[config.mk]
export PLATFORM = sky130hd
export DESIGN_NAME = adc_serial_capture
export DESIGN_NICKNAME = d
export VERILOG_FILES = /design/src/rtl/adc_pkg.sv /design/src/rtl/adc_sck_gen.sv /design/src/rtl/adc_serial_capture.sv
export SDC_FILE = /design/constraint.sdc
export NUM_CORES = 1
export LEC_CHECK = 0
export BUFFER_PORTS_ARGS = -buffer_cell sky130_fd_sc_hd__buf_2
export CORE_UTILIZATION = 35
export CTS_CLUSTER_DIAMETER = 200
export DETAILED_ROUTE_END_ITERATION = 6
export PLACE_DENSITY_LB_ADDON = 0.1
export SYNTH_ARGS = -nofsm -noshare
export SYNTH_HDL_FRONTEND = slang
export SYNTH_SLANG_ARGS = --single-unit
[constraint.sdc]
create_clock -name adc_clk -period 2.26 [get_ports adc_clk]
set_clock_uncertainty 0.2 [all_clocks]
set_input_delay 0.113 -clock adc_clk [delete_from_list [all_inputs] [get_ports adc_clk]]
set_output_delay 0.113 -clock adc_clk [all_outputs]
set_load 0.02 [all_outputs]
[src/rtl/adc_pkg.sv]
// Shared state encoding and parameter defaults for the serial ADC capture block.
package adc_pkg;

  localparam int unsigned DATA_W_DEF     = 16;
  localparam int unsigned CNV_CYCLES_DEF = 40;
  localparam int unsigned SCK_HALF_DEF   = 2;

  // Counter widths cover the parameter maxima (CNV_CYCLES <= 255, SCK_HALF <= 15).
  localparam int unsigned CNV_CNT_W = 8;
  localparam int unsigned SCK_CNT_W = 4;

  typedef enum logic [1:0] {
    ST_IDLE    = 2'd0,
    ST_CONVERT = 2'd1,
    ST_SHIFT   = 2'd2,
    ST_DONE    = 2'd3
  } state_e;

endpackage

[src/rtl/adc_sck_gen.sv]
// Serial clock generator: low-first square wave of SCK_HALF-cycle half periods while run_i,
// with combinational strobes flagging the edge at which adc_sck is about to rise or fall.
module adc_sck_gen
  import adc_pkg::*;
#(
  parameter int unsigned SCK_HALF = SCK_HALF_DEF
) (
  input  logic clk_i,
  input  logic rst_ni,
  input  logic run_i,
  input  logic clear_i,
  output logic sck_o,
  output logic rise_c_o,
  output logic fall_c_o
);

  logic [SCK_CNT_W-1:0] cnt_q, cnt_d;
  logic                 sck_q, sck_d;
  logic                 half_end_c;

  // Strobes depend only on registered state so the caller may feed clear_i from its next state.
  assign half_end_c = run_i && (cnt_q == SCK_CNT_W'(SCK_HALF - 1));
  assign rise_c_o   = half_end_c && !sck_q;
  assign fall_c_o   = half_end_c && sck_q;

  always_comb begin
    cnt_d = '0;
    sck_d = 1'b0;
    if (run_i && !clear_i) begin
      if (half_end_c) begin
        sck_d = ~sck_q;
      end else begin
        cnt_d = cnt_q + SCK_CNT_W'(1);
        sck_d = sck_q;
      end
    end
  end

  always_ff @(posedge clk_i or negedge rst_ni) begin
    if (!rst_ni) begin
      cnt_q <= '0;
      sck_q <= 1'b0;
    end else begin
      cnt_q <= cnt_d;
      sck_q <= sck_d;
    end
  end

  assign sck_o = sck_q;

endmodule

[src/rtl/adc_serial_capture.sv]
// Conversion/readout sequencer for a serial ADC: pulses adc_cnv, clocks DATA_W bits in MSB
// first, and holds a register-side sample word with valid and sticky overrun flags.
module adc_serial_capture
  import adc_pkg::*;
#(
  parameter int unsigned DATA_W     = DATA_W_DEF,
  parameter int unsigned CNV_CYCLES = CNV_CYCLES_DEF,
  parameter int unsigned SCK_HALF   = SCK_HALF_DEF
) (
  input  logic              adc_clk,
  input  logic              adc_rst_n,
  input  logic              enable,
  input  logic              adc_rst,
  input  logic              reg_write,
  input  logic              reg_rst,
  input  logic              adc_sdo,
  output logic              adc_cnv,
  output logic              adc_sck,
  output logic              done,
  output logic [DATA_W-1:0] sample,
  output logic              sample_valid,
  output logic              overrun
);

  localparam int unsigned BIT_CNT_W = $clog2(DATA_W + 1);

  state_e                state_q, state_d;
  logic [CNV_CNT_W-1:0]  cnv_cnt_q, cnv_cnt_d;
  logic [BIT_CNT_W-1:0]  bit_cnt_q, bit_cnt_d;
  logic [DATA_W-1:0]     shreg_q, shreg_d;
  logic [DATA_W-1:0]     sample_q, sample_d;
  logic                  valid_q, valid_d;
  logic                  overrun_q, overrun_d;
  logic                  cnv_q, cnv_d;
  logic                  done_q, done_d;
  logic                  sck_run_c, sck_clear_c, sck_rise_c, sck_fall_c;

  assign sck_run_c   = (state_q == ST_SHIFT);
  assign sck_clear_c = (state_d != ST_SHIFT);

  adc_sck_gen #(
    .SCK_HALF (SCK_HALF)
  ) u_sck_gen (
    .clk_i    (adc_clk),
    .rst_ni   (adc_rst_n),
    .run_i    (sck_run_c),
    .clear_i  (sck_clear_c),
    .sck_o    (adc_sck),
    .rise_c_o (sck_rise_c),
    .fall_c_o (sck_fall_c)
  );

  // Sequencing: every (re)entry into CONVERT starts from cleared counters and shift register.
  always_comb begin
    state_d   = state_q;
    cnv_cnt_d = cnv_cnt_q;
    bit_cnt_d = bit_cnt_q;
    shreg_d   = shreg_q;
    if (!enable) begin
      state_d   = ST_IDLE;
      cnv_cnt_d = '0;
      bit_cnt_d = '0;
      shreg_d   = '0;
    end else begin
      case (state_q)
        ST_IDLE: begin
          state_d   = ST_CONVERT;
          cnv_cnt_d = '0;
          bit_cnt_d = '0;
          shreg_d   = '0;
        end
        ST_CONVERT: begin
          if (adc_rst) begin
            cnv_cnt_d = '0;
            bit_cnt_d = '0;
            shreg_d   = '0;
          end else if (cnv_cnt_q == CNV_CNT_W'(CNV_CYCLES - 1)) begin
            state_d   = ST_SHIFT;
            cnv_cnt_d = '0;
          end else begin
            cnv_cnt_d = cnv_cnt_q + CNV_CNT_W'(1);
          end
        end
        ST_SHIFT: begin
          if (adc_rst) begin
            state_d   = ST_CONVERT;
            cnv_cnt_d = '0;
            bit_cnt_d = '0;
            shreg_d   = '0;
          end else begin
            if (sck_rise_c) begin
              shreg_d   = DATA_W'({shreg_q, adc_sdo});
              bit_cnt_d = bit_cnt_q + BIT_CNT_W'(1);
            end
            // Leave only once the last bit's high phase has completed.
            if (sck_fall_c && (bit_cnt_q == BIT_CNT_W'(DATA_W))) begin
              state_d = ST_DONE;
            end
          end
        end
        ST_DONE: begin
          if (adc_rst) begin
            state_d   = ST_CONVERT;
            cnv_cnt_d = '0;
            bit_cnt_d = '0;
            shreg_d   = '0;
          end
        end
        default: begin
          state_d   = ST_IDLE;
          cnv_cnt_d = '0;
          bit_cnt_d = '0;
          shreg_d   = '0;
        end
      endcase
    end
  end

  assign cnv_d  = (state_d == ST_CONVERT);
  assign done_d = (state_d == ST_DONE);

  // Register-side word: clear beats load; loading before a word is complete flags overrun.
  always_comb begin
    sample_d  = sample_q;
    valid_d   = valid_q;
    overrun_d = overrun_q;
    if (reg_rst) begin
      sample_d  = '0;
      valid_d   = 1'b0;
      overrun_d = 1'b0;
    end else if (reg_write) begin
      sample_d = shreg_q;
      valid_d  = 1'b1;
      if (!done_q) begin
        overrun_d = 1'b1;
      end
    end
  end

  always_ff @(posedge adc_clk or negedge adc_rst_n) begin
    if (!adc_rst_n) begin
      state_q   <= ST_IDLE;
      cnv_cnt_q <= '0;
      bit_cnt_q <= '0;
      shreg_q   <= '0;
      sample_q  <= '0;
      valid_q   <= 1'b0;
      overrun_q <= 1'b0;
      cnv_q     <= 1'b0;
      done_q    <= 1'b0;
    end else begin
      state_q   <= state_d;
      cnv_cnt_q <= cnv_cnt_d;
      bit_cnt_q <= bit_cnt_d;
      shreg_q   <= shreg_d;
      sample_q  <= sample_d;
      valid_q   <= valid_d;
      overrun_q <= overrun_d;
      cnv_q     <= cnv_d;
      done_q    <= done_d;
    end
  end

  assign adc_cnv      = cnv_q;
  assign done         = done_q;
  assign sample       = sample_q;
  assign sample_valid = valid_q;
  assign overrun      = overrun_q;

endmodule

# --- After elaboration in Yosys (flattened, before gate mapping) ---
# Cells that the tools add are included.
op_classes:
  order_cmp: 0
  multipliers: 0
  n_bitwise: 1
  n_div: 0
  n_reduce_logical: 13
  shifts: 0
  muxes: 33
  eq_ne: 14
  n_addsub: 3
ops:
  columns: ["op", "n"]
  rows:
  - ["16-bit 2-to-1 mux", 6]
  - ["16-bit case mux with 3 select lines", 1]
  - ["8-bit 2-to-1 mux", 4]
  - ["8-bit case mux with 3 select lines", 1]
  - ["5-bit 2-to-1 mux", 4]
  - ["5-bit case mux with 3 select lines", 1]
  - ["2-bit 2-to-1 mux", 6]
  - ["8-bit by 1-bit adder with 8-bit output, second input constant", 1]
  - ["8-bit by 6-bit == test with 1-bit output, second input constant", 1]
  - ["4-bit 2-to-1 mux", 2]
  - ["2-bit case mux with 4 select lines", 1]
  - ["1-bit 2-to-1 mux", 7]
  - ["2-bit == test, second input constant", 3]
  - ["3-bit by 2-bit != test with 1-bit output, second input constant", 2]
  - ["5-bit by 1-bit adder with 5-bit output, second input constant", 1]
  - ["5-bit == test, second input constant", 1]
  - ["1-bit logical AND", 5]
  - ["4-bit by 1-bit adder with 4-bit output, second input constant", 1]
  - ["2-bit by 1-bit == test with 1-bit output, second input constant", 2]
  - ["4-bit by 1-bit == test with 1-bit output, second input constant", 1]
  - ["2-bit != test, second input constant", 2]
  - ["4-bit != test, second input constant", 1]
  - ["2-bit AND reduction", 2]
  - ["2-bit OR reduction", 2]
  - ["5 further kinds", 6]
word_totals:
  word_cells: 75
  reg_bits: 56
  ramBits: 0
  latchBits: 0
  n_memories: 0
  romBits: 0
  input_bits: 7
  out_inout_bits: 21

# --- Logic depth before layout (Yosys ltp) ---
# Gate-level depths: netlist of run 1.
depth:
  word_depth: 12
  mapped_depth: 7
  depth_no_buf: 6

# --- Hierarchy ---
# A second synthesis of run 1 with hierarchy kept.
unflattened:
  hier_cells: 211
  area_unflattened_um2: 2457.4
by_module_without_submodules:
  columns: ["mod", "area_each_um2", "seq_area_each_um2", "cells_per_inst", "instances"]
  rows:
  - ["adc_serial_capture", 2199.6, 1276.2, 187, 1]
  - ["adc_sck_gen", 257.7, 125.1, 24, 1]

# --- Least setup slack after synthesis of run 1 ---
# No wires, ideal clock.
synth_timing:
  path_type: "register to register"
  start: "register cnv_cnt_q[0]"
  end: "register cnv_cnt_q[7]"
  path_buffers: 0
  period_less_slack_ns: 1.771
  t_arrival_ns: 1.507
  required_ns: 1.996
  stages_incl_launch_ff: 6
  slack_ns: 0.489
  setup_time_ns: 0.064
  path_cell_list: "dfrtp_1 ha_1 and3_1 a211o_4 nor4_2 a21o_1"
synth_via:
  elab_chain_len: 5
  word_cells_on_any_way: 6
  cone_classes: "1 x add/sub; 1 x eq/ne; 4 x mux"
synth_lines:
  columns: ["element", "line_no", "source"]
  rows:
  - ["start, declared", "adc_serial_capture.sv:28", "logic [CNV_CNT_W-1:0] cnv_cnt_q, cnv_cnt_d;"]
  - ["start signal, assigned", "adc_serial_capture.sv:153", "cnv_cnt_q <= cnv_cnt_d;"]
  - ["8-bit by 1-bit adder with 8-bit output or 8-bit by 6-bit == test with 1-bit output (tied branches)", "adc_serial_capture.sv:81, adc_serial_capture.sv:77", null]
  - ["8-bit 2-to-1 mux (*)", "adc_serial_capture.sv:77", "end else if (cnv_cnt_q == CNV_CNT_W'(CNV_CYCLES - 1)) begin"]
  - ["8-bit 2-to-1 mux (*)", "adc_serial_capture.sv:73", "if (adc_rst) begin"]
  - ["8-bit case mux with 3 select lines (*)", "adc_serial_capture.sv:65", "case (state_q)"]
  - ["8-bit 2-to-1 mux (*)", "adc_serial_capture.sv:59", "if (!enable) begin"]
# Mark *: on every way between the ends. The rest lies on a longest branch, timed or not.
# A chain may end at the register's enable or synchronous reset.

# --- Worst setup path after layout of run 1 ---
layout_timing:
  start: "register cnv_cnt_q[0]"
  end: "register cnv_q (netlist: adc_cnv)"
layout_via:
  elab_chain_len: 6
layout_lines:
  columns: ["element", "line_no", "source"]
  rows:
  - ["8-bit by 6-bit == test with 1-bit output", "adc_serial_capture.sv:77", null]
  - ["2-bit 2-to-1 mux", "adc_serial_capture.sv:77", null]
  - ["2-bit 2-to-1 mux", "adc_serial_capture.sv:73", null]
  - ["2-bit case mux with 4 select lines", "adc_serial_capture.sv:65", null]
  - ["2-bit 2-to-1 mux", "adc_serial_capture.sv:59", null]
  - ["2-bit by 1-bit == test with 1-bit output", "adc_serial_capture.sv:119", "assign cnv_d = (state_d == ST_CONVERT);"]
  - ["net cnv_d", "adc_serial_capture.sv:34", "logic cnv_q, cnv_d;"]
  - ["end signal, assigned", "adc_serial_capture.sv:159", "cnv_q <= cnv_d;"]
  - ["end, declared", "adc_serial_capture.sv:34", null]
# The timed path passes the listed nets, and every way through them passes these cells.

==> run_results.csv, run 1 <==
group,metric,value,unit
final_layout,layout_common_cells,"56 x dfrtp_1, 33 x nor2_1, 27 x buf_2, 17 x mux2i_1, 16 x a22o_1",
global_route,grt_start_max_net_pins,57,
placement,dpl_worst_slack,0.403,ns
worst_setup_path,ff2ff_setup_slack,0.13,ns
logic_synthesis,synth_area,2470,sq um
power,ir_worst_vdd,219,uV
floorplan,num_rows,30,
cts,clk_pin_slew,0.11,ns
final_layout,stdcell_count,342,
floorplan,coreArea,6790,sq um
logic_synthesis,synthArstFlopShare,100,%
final_layout,drive_above_1_share,19.5,%
power,leakage,1.39,nW
worst_setup_path,start_kind,"flip-flop",
drt,finalWirelength,4640,um
final_layout,syn2layout_area_growth,15.6,%
sta,post-route-period-util,94.2,%
placement,dp_hpwl,2990,um
floorplan,die_w,86.0,um
min_path,min_path_type,"in2async",
cts,cts_made_buffers,5,
cts,clkLatencyLatePin,0.32,ns
cts,cts_sinks,56,
final_layout,antenna_cells,0,
floorplan,top_level_ports,28,
drt,drt_pass1_iterations,4,
drt,drc,0,
cts,htree_levels,2,
global_route,grt_overflow,0,
cts,post_cts_buffers,0,
sta,finalHoldViolCount,0,
drt,drt-vias-per-instance,4.84,
run_status,run_status,"finished clean",
floorplan,start_util,36.4,%
placement,dp.cells,328,
cts,root_buffer,"clkbuf_8",
worst_setup_path,end_kind,"flip-flop",
logic_synthesis,synth_cells,212,
floorplan,dieArea,7400,sq um
placement,io_buffer_count,27,
final_layout,final_common_cell,"dfrtp_1",
cts,tritoncts,"done",
global_route,grt_pass1_vias,1658,
global_route,grt.total_usage,14.3,%
drt,vias,1656,
logic_synthesis,yosys_warnings,0,
sta,rsz0062_at_grt,"false",
sta,min_period,2.13,ns
final_layout,final_nets,257,
cts,clk_path_buf_depth,2,
drt,dr.first_iter.drc_count,73,
logic_synthesis,ys_types,43,
run,maxCapViolCount,0,
sta,slew_headroom,64.2,%
sta,holdWs,0.0938,ns
drt,wire_per_inst,13.6,um
sta,tightest_slew,0.537,ns
logic_synthesis,synth_edf_count,0,
logic_synthesis,postSynthAreaPerCell,11.7,sq um
sta,finalSetupTns,0,ns
placement,gp_congestion,0.754,
power,power-per-cell-area,583,nW/um^2
drt,antenna_left,0,
worst_setup_path,cp_data_arrival_time,2.18,ns
logic_synthesis,yosysSeqAreaShare,56.7,%
final_layout,num-fill-cells,663,
worst_setup_path,worstPathRequired,2.31,ns
sta,max_freq,0.470,GHz
worst_setup_path,path_class,"reg2reg",
floorplan,die_h,86.0,um
sta,setup_violations,0,
logic_synthesis,ys_ff_latch,56,
sta,slew_violations,0,
sta,fin_ws,0.132,ns
global_route,grt_antenna_before_repair,0,
worst_setup_path,cp_max_fo,5,
logic_synthesis,synthesis.nets,224,
global_route,grt_pass1_wl,8170,um
logic_synthesis,yosys_most_used_dff,"dfrtp_1",
==> area by class of cell <==
| class | instances | area (sq um) | share of cell area [%] |
|---|---|---|---|
| flip-flops and latches | 56 | 1400 | 49.0 |
| repair buffers | 36 | 230 | 8.05 |
| clock buffers | 5 | 68.8 | 2.41 |
| multi-input cells | 137 | 983 | 34.4 |
| inverters | 9 | 33.8 | 1.18 |
| well taps | 96 | 120 | 4.20 |
| clock inverters | 3 | 21.3 | 0.744 |
==> stage by stage <==
stage	utilization, %	power, mW	area [sq um]
4_1_cts	42.0	1.69	2850
5_1_grt	42.1	1.74	2860
2_1_floorplan	-	1.07	2470
6_report	42.1	1.67	2860
3_3_place_gp	39.7	1.12	2700
3_5_place_dp	39.7	1.12	2700
==> flip-flops by register name, indices dropped and copies added, names as in the netlist <==
name,cells
cnv_cnt_q,8
u_sck_gen.cnt_q,4
sample_valid,1
sample,16
state_q,2
shreg_q,16
u_sck_gen.sck_o,1
overrun,1
bit_cnt_q,5
adc_cnv,1
done,1
==> final timing paths <==
check	depth (start not counted)	from	endpoint
setup / recovery	5	cnv_cnt_q[0]	adc_cnv
hold / removal	3	adc_rst_n	sample[9]
setup reg to reg	5	cnv_cnt_q[0]	adc_cnv
hold reg to reg	1	u_sck_gen.cnt_q[0]	u_sck_gen.cnt_q[0]
max in group asynchronous	3	adc_rst_n	sample[0]
min in group adc_clk	3	reg_write	sample_valid
==> where the power goes <==
part	total, mW	switching (mW)	internal [mW]
Combinational	0.0890	0.0570	0.0321
Clock	0.564	0.343	0.221
Sequential	1.01	0.00552	1.01
==> what timing repair did <==
action,CTS,global route
setup endpoints to repair,0,1
hold buffers,6,0
resized for setup,0,1
endpoints found under the hold margin,74,0
==> layer usage <==
metal	GRT usage [%]	part of all wire [%]	up-vias	wire length, um
li1	-	-	816	-
met1	20.4	51	800	2360
met2	21.1	44	34	2030
met3	3.75	3.7	6	173
met4	5.00	1.5	0	71
met5	0	0	-	0
==> kinds of logic (layout without fill, tap and decap cells) <==
kind of cell | after synthesis | in the layout | synth area share (%)
AO/OA/AOI/OAI | 42 | 42 | 13.4
XOR/XNOR | 3 | 3 | 1.06
adder cells (fa/ha/maj) | 5 | 5 | 2.53
buffers and inverters | 19 | 53 | 3.90
flip-flops | 56 | 56 | 56.7
multiplexers | 19 | 19 | 7.79
AND/OR/NAND/NOR | 68 | 68 | 14.6
==> synthesized netlist by cell type (all sizes together) (3+ instances only) <==
library cell	instances	area [sq um]
a21oi	4	20.0
nor2	33	124
mux2i	17	170
a21o	3	22.5
a31oi	4	25.0
xnor2	3	26.3
dfrtp	56	1400
inv	9	33.8
buf	8	53.8
o21ai	4	20.0
nor3b	3	22.5
nand3	6	30.0
a22o	16	140
and3	3	18.8
ha	5	62.6
nand2b	3	26.3
nand2	8	30.0
==> worst max-delay path: stages (launching register included) <==
cell	delay, ns
dfrtp_1	0.43
ha_1	0.25
and3_1	0.22
a31oi_1	0.28
o21a_1	0.14
dlygate4sd3_1	0.55
No activity file was read; power rests on OpenSTA's default activity.
==> run 2: changes to the inputs <==
==> constraint.sdc (replaced) <==
create_clock -name adc_clk -period 2.26 [get_ports adc_clk]
set_clock_uncertainty 0.2 [all_clocks]
set_input_delay 0.452 -clock adc_clk [delete_from_list [all_inputs] [get_ports adc_clk]]
set_output_delay 0.452 -clock adc_clk [all_outputs]
set_load 0.02 [all_outputs]
==> run 2 against run 1 <==
Compared with the run above: cell count down 1.8%; flip-flop and latch count unchanged; total power down 2.8%; clock power down 7.1%; largest power group unchanged; highest routed layer unchanged.
==> run_results.csv, run 2 (synthesized netlist as in run 1, its figures left out) <==
group,metric,value,unit
cts,htree_levels,2,
min_path,min_from,"adc_sdo",
placement,io_buffer_count,27,
placement,dp.cells,328,
placement,dpl_worst_slack,0.348,ns
cts,clk_path_buf_depth,2,
cts,cts_made_buffers,5,
cts,clkLatencyLatePin,0.31,ns
power,leakage,1.36,nW
floorplan,start_util,36.4,%
global_route,grt_start_max_net_pins,57,
worst_setup_path,ff2ff_setup_slack,0.37,ns
power,swShare,23.1,%
cts,cts_sinks,56,
global_route,grt_overflow,0,
cts,post_cts_buffers,0,
worst_setup_path,reg2reg_to,"cnv_cnt_q[7]",
worst_setup_path,cp_data_arrival_time,1.94,ns
power,ir_worst_vdd,189,uV
placement,placed_area,2710,sq um
worst_setup_path,r2r_cells,5,
cts,clk_pin_slew,0.09,ns
sta,holdWs,0.171,ns
sta,rsz0062_at_grt,"false",
power,finalPower,1.62,mW
power,netSwitchingPower,0.374,mW
cts,root_buffer,"clkbuf_8",
worst_setup_path,worstPathRequired,2.31,ns
final_layout,final_common_cell,"dfrtp_1",
power,p_comb_share,5.0,%
placement,gp_congestion,0.770,
placement,dp_hpwl,3030,um
floorplan,die_w,86.0,um
final_layout,layout_common_cells,"56 x dfrtp_1, 33 x nor2_1, 27 x buf_2, 17 x mux2i_1, 16 x a22o_1",
drt,drt-vias-per-instance,4.85,
sta,finalSetupTns,0,ns
cts,cts.repair.resized,0,
drt,antenna_left,0,
run_status,run_status,"finished clean",
worst_setup_path,path_class,"reg2reg",
worst_setup_path,setup.worst_path.end,"cnv_cnt_q[7]",
floorplan,coreArea,6790,sq um
worst_setup_path,end_kind,"flip-flop",
cts,tritoncts,"done",
drt,wire_per_inst,13.7,um
power,internal_power,1.24,mW
drt,drt_pass1_iterations,4,
drt,dr.first_iter.drc_count,120,
sta,min_period,1.89,ns
final_layout,syn2layout_area_growth,13.4,%
global_route,grt_antenna_before_repair,0,
drt,finalWirelength,4590,um
run,maxCapViolCount,0,
drt,vias,1629,
power,power-per-cell-area,577,nW/um^2
sta,fin_ws,0.371,ns
final_layout,stdcell_area,2800,sq um
final_layout,drive_above_1_share,19.6,%
global_route,grt_pass1_wl,7860,um
sta,tightest_slew,0.504,ns
floorplan,die_h,86.0,um
floorplan,num_rows,30,
final_layout,fin_util,41.3,%
final_layout,antenna_cells,0,
worst_setup_path,start_kind,"flip-flop",
worst_setup_path,cp_max_fo,9,
floorplan,dieArea,7400,sq um
power,p_seq_share,62.6,%
floorplan,top_level_ports,28,
final_layout,stdcell_count,336,
drt,drc,0,
global_route,grt.total_usage,13.6,%
min_path,min_path_type,"in2reg",
sta,slew_headroom,66.4,%
power,power_frac_clock,32.4,%
sta,max_freq,0.529,GHz
sta,finalHoldViolCount,0,
sta,slew_violations,0,
worst_setup_path,cp-startpoint,"cnv_cnt_q[0]",
sta,setup_violations,0,
sta,post-route-period-util,83.6,%
global_route,grt_pass1_vias,1595,
worst_setup_path,rr_startpoint,"cnv_cnt_q[0]",
final_layout,final_nets,252,
-- run 2: changes by cell type in the layout (fill, tap and decap cells not counted), sizes merged --
cell / previous run / this run
inv: 10 / 9
dlygate4sd3: 6 / 1
-- run 2: layout make-up --
cell class,instances,area [sq um]
multi-input combinational,137,975
clock inverter,2,12.5
inverter,9,33.8
fill,661,3990
clock buffer,5,68.8
timing repair buffer,31,193
sequential,56,1400
tap,96,120
-- run 2: metal layers --
metal  track usage [%]  wire [um]  vias up  share of wire, %
met1              18.7       2340      788                51
met4              5.00         65        0               1.4
met2              21.1       2030       30                44
met3              3.27        165        6               3.6
li1                  -          -      805                 -
met5                 0          0        -                 0
-- run 2: worst min-delay path by stage --
stage	to	slack (ns)	cells after the start
3_3_place_gp	sample[9]	0.28	2
3_5_place_dp	sample[9]	0.28	2
6_report	shreg_q[0]	0.17	2
4_1_cts	shreg_q[0]	0.17	2
5_1_grt	shreg_q[0]	0.16	2
2_1_floorplan	adc_cnv	-0.04	0
-- run 2: what timing repair did --
action | CTS | global route
hold buffers | 1 | 0
endpoints found under the setup margin | 0 | 0
endpoints found under the hold margin | 56 | 0
-- run 2: power groups by stage --
| stage | sequential [mW] | combinational (mW) | clock [mW] |
|---|---|---|---|
| CTS | 1.01 | 0.0851 | 0.569 |
| floorplan | 1.04 | 0.0381 | 0 |
| global placement | 1.03 | 0.0832 | 0 |
| finish | 1.01 | 0.0817 | 0.524 |
| detailed placement | 1.03 | 0.0840 | 0 |
| global route | 1.01 | 0.0926 | 0.599 |
-- run 2: worst max-delay path, stage by stage (launching register included) --
cell and delay (ns):
dfrtp_1 0.42, ha_1 0.25, and3_1 0.22, a211o_4 0.38
nor4_2 0.25, a21o_1 0.11
==> run 3: changes to the inputs <==
- clock period: 2.26 -> 1.6 ns (I/O delays scaled with it)
==> run 3 against run 2 <==
Compared with the run above: largest cell class unchanged; hold slack worse by 0.13 ns; setup slack worse by 0.51 ns; combinational power is 84% higher; register-to-register slack worse by 0.51 ns; sequential share of layout area is 5.6 points lower; total power is 45% higher; flip-flop and latch count stayed put; critical path depth is 1 higher; the run now ends with setup timing left; sequential power is 42% higher; critical path type unchanged; clock power is 48% higher; largest power group unchanged; wire length is 7.0% higher; critical endpoint is now shreg_q[1].
==> run_results.csv, run 3 (synthesized netlist as in run 1, its figures left out) <==
group,metric,value,unit
final_layout,syn2layout_area_growth,27.6,%
cts,cts_sinks,56,
worst_setup_path,rr_startpoint,"u_sck_gen.cnt_q[1]",
sta,min_period,1.74,ns
global_route,grt_start_max_net_pins,57,
cts,cts_made_buffers,5,
power,leakage,1.54,nW
drt,drt_pass1_iterations,4,
placement,placed_area,2940,sq um
run,maxCapViolCount,0,
sta,max_freq,0.576,GHz
final_layout,stdcell_area,3160,sq um
worst_setup_path,ff2ff_setup_slack,-0.14,ns
worst_setup_path,worstPathRequired,1.61,ns
global_route,grt.total_usage,14.1,%
drt,vias,1736,
sta,fin_ws,-0.135,ns
floorplan,num_rows,30,
run_status,run_status,"finished with violations",
min_path,min_path_type,"in2reg",
placement,gp_congestion,0.793,
final_layout,layout_common_cells,"56 x dfrtp_1, 33 x nor2_1, 28 x buf_4, 26 x buf_2, 17 x mux2i_1",
final_layout,final_common_cell,"dfrtp_1",
sta,finalHoldViolCount,0,
final_layout,drive_above_1_share,33.1,%
worst_setup_path,cp_max_fo,8,
placement,dp.cells,355,
global_route,grt_overflow,0,
global_route,grt_pass1_wl,8140,um
final_layout,final_nets,283,
power,ir_worst_vdd,278,uV
drt,drc,0,
power,power-per-cell-area,746,nW/um^2
sta,holdWs,0.0375,ns
sta,slew_headroom,75.5,%
cts,clk_pin_slew,0.10,ns
sta,setup_violations,25,
worst_setup_path,setup.worst_path.end,"shreg_q[1]",
worst_setup_path,r2r_cells,6,
placement,io_buffer_count,27,
sta,rsz0062_at_grt,"true",
worst_setup_path,critPathSlowestCell,"dfrtp_1",
floorplan,start_util,36.4,%
run_status,violations,"setup timing",
sta,post-route-period-util,108,%
cts,clkLatencyLatePin,0.31,ns
worst_setup_path,path_class,"reg2reg",
worst_setup_path,reg2reg_to,"shreg_q[1]",
sta,tightest_slew,0.367,ns
floorplan,die_h,86.0,um
sta,slew_violations,0,
floorplan,coreArea,6790,sq um
worst_setup_path,critical-path-max-stage-delay,0.40,ns
floorplan,top_level_ports,28,
drt,antenna_left,0,
final_layout,stdcell_count,368,
floorplan,die_w,86.0,um
worst_setup_path,cp-startpoint,"u_sck_gen.cnt_q[1]",
worst_setup_path,start_kind,"flip-flop",
drt,finalWirelength,4910,um
drt,wire_per_inst,13.4,um
worst_setup_path,cp_data_arrival_time,1.74,ns
global_route,grt_antenna_before_repair,0,
placement,dpl_worst_slack,-0.144,ns
drt,drt-vias-per-instance,4.72,
final_layout,antenna_cells,0,
cts,root_buffer,"clkbuf_8",
cts,clk_path_buf_depth,2,
cts,htree_levels,2,
drt,dr.first_iter.drc_count,54,
worst_setup_path,end_kind,"flip-flop",
cts,tritoncts,"done",
floorplan,dieArea,7400,sq um
min_path,min_from,"adc_sdo",
worst_setup_path,crit_path_cell_trace,"inv_2 > ha_4 > nor4b_4 > o22ai_4 > clkbuf_16 > a22o_1",
placement,dp_hpwl,3230,um
global_route,grt_pass1_vias,1669,
run 3: cell count changes in the layout (fill, tap and decap cells not counted), moves of 3 or more:
cell / before / now
nor3b_1: 3 / 0
buf_4: 1 / 28
o21ai_0: 4 / 1
nor3b_2: 0 / 3
run 3: critical path: cells and delay by family (launching register included):
family	cells	cell delay (ns)
flops	1	0.40
compound gates	2	0.37
simple gates	1	0.28
buf+inv	2	0.26
fa+ha+maj	1	0.13
run 3: how the worst min path moves through the flow:
stage,slack (ns),to,cells after the start
5_1_grt,0.04,shreg_q[0],2
3_5_place_dp,0.15,sample[9],2
4_1_cts,0.03,shreg_q[0],2
2_1_floorplan,-0.18,adc_cnv,0
3_3_place_gp,0.15,sample[10],2
6_report,0.04,shreg_q[0],2
run 3: what timing repair did:
| item | 4_1_cts | 5_1_grt |
|---|---|---|
| endpoints found under the setup margin | 29 | 28 |
| buffers inserted | 1 | 1 |
| resized for setup | 11 | 8 |
| cloned | 1 | 1 |
| hold buffers | 1 | 0 |
| hold endpoints to repair | 56 | 0 |
| pin swaps | 7 | 20 |
run 3: report_power, final:
group / internal [mW] / leakage (nW) / switching (mW)
registers: 1.42 / 0.775 / 0.00421
logic: 0.0599 / 0.724 / 0.0903
clock network: 0.313 / 0.0414 / 0.463
run 3: per-stage QoR:
stage	utilization, %	setup TNS (ns)	power (mW)
2_1_floorplan	-	-1.07	1.52
3_3_place_gp	43.2	-2.53	1.60
3_5_place_dp	43.2	-3.03	1.60
4_1_cts	45.4	-2.42	2.40
5_1_grt	46.4	-4.30	2.47
6_report	46.4	-2.51	2.35
run 3: routing by layer:
metal  track usage (%)  wire (um)  vias up
met5                 0          0        -
li1                  -          -      878
met3              2.69        104        7
met2              21.3       2220       21
met4              5.00         65        0
met1              20.1       2520      830
run 3: cell type report:
type	count	area, sq um
clock inverters	2	16.3
inverters	9	33.8
well taps	96	120
multi-input cells	138	1050
fillers	637	3640
flip-flops and latches	56	1400
repair buffers	61	458
clock buffers	6	72.6
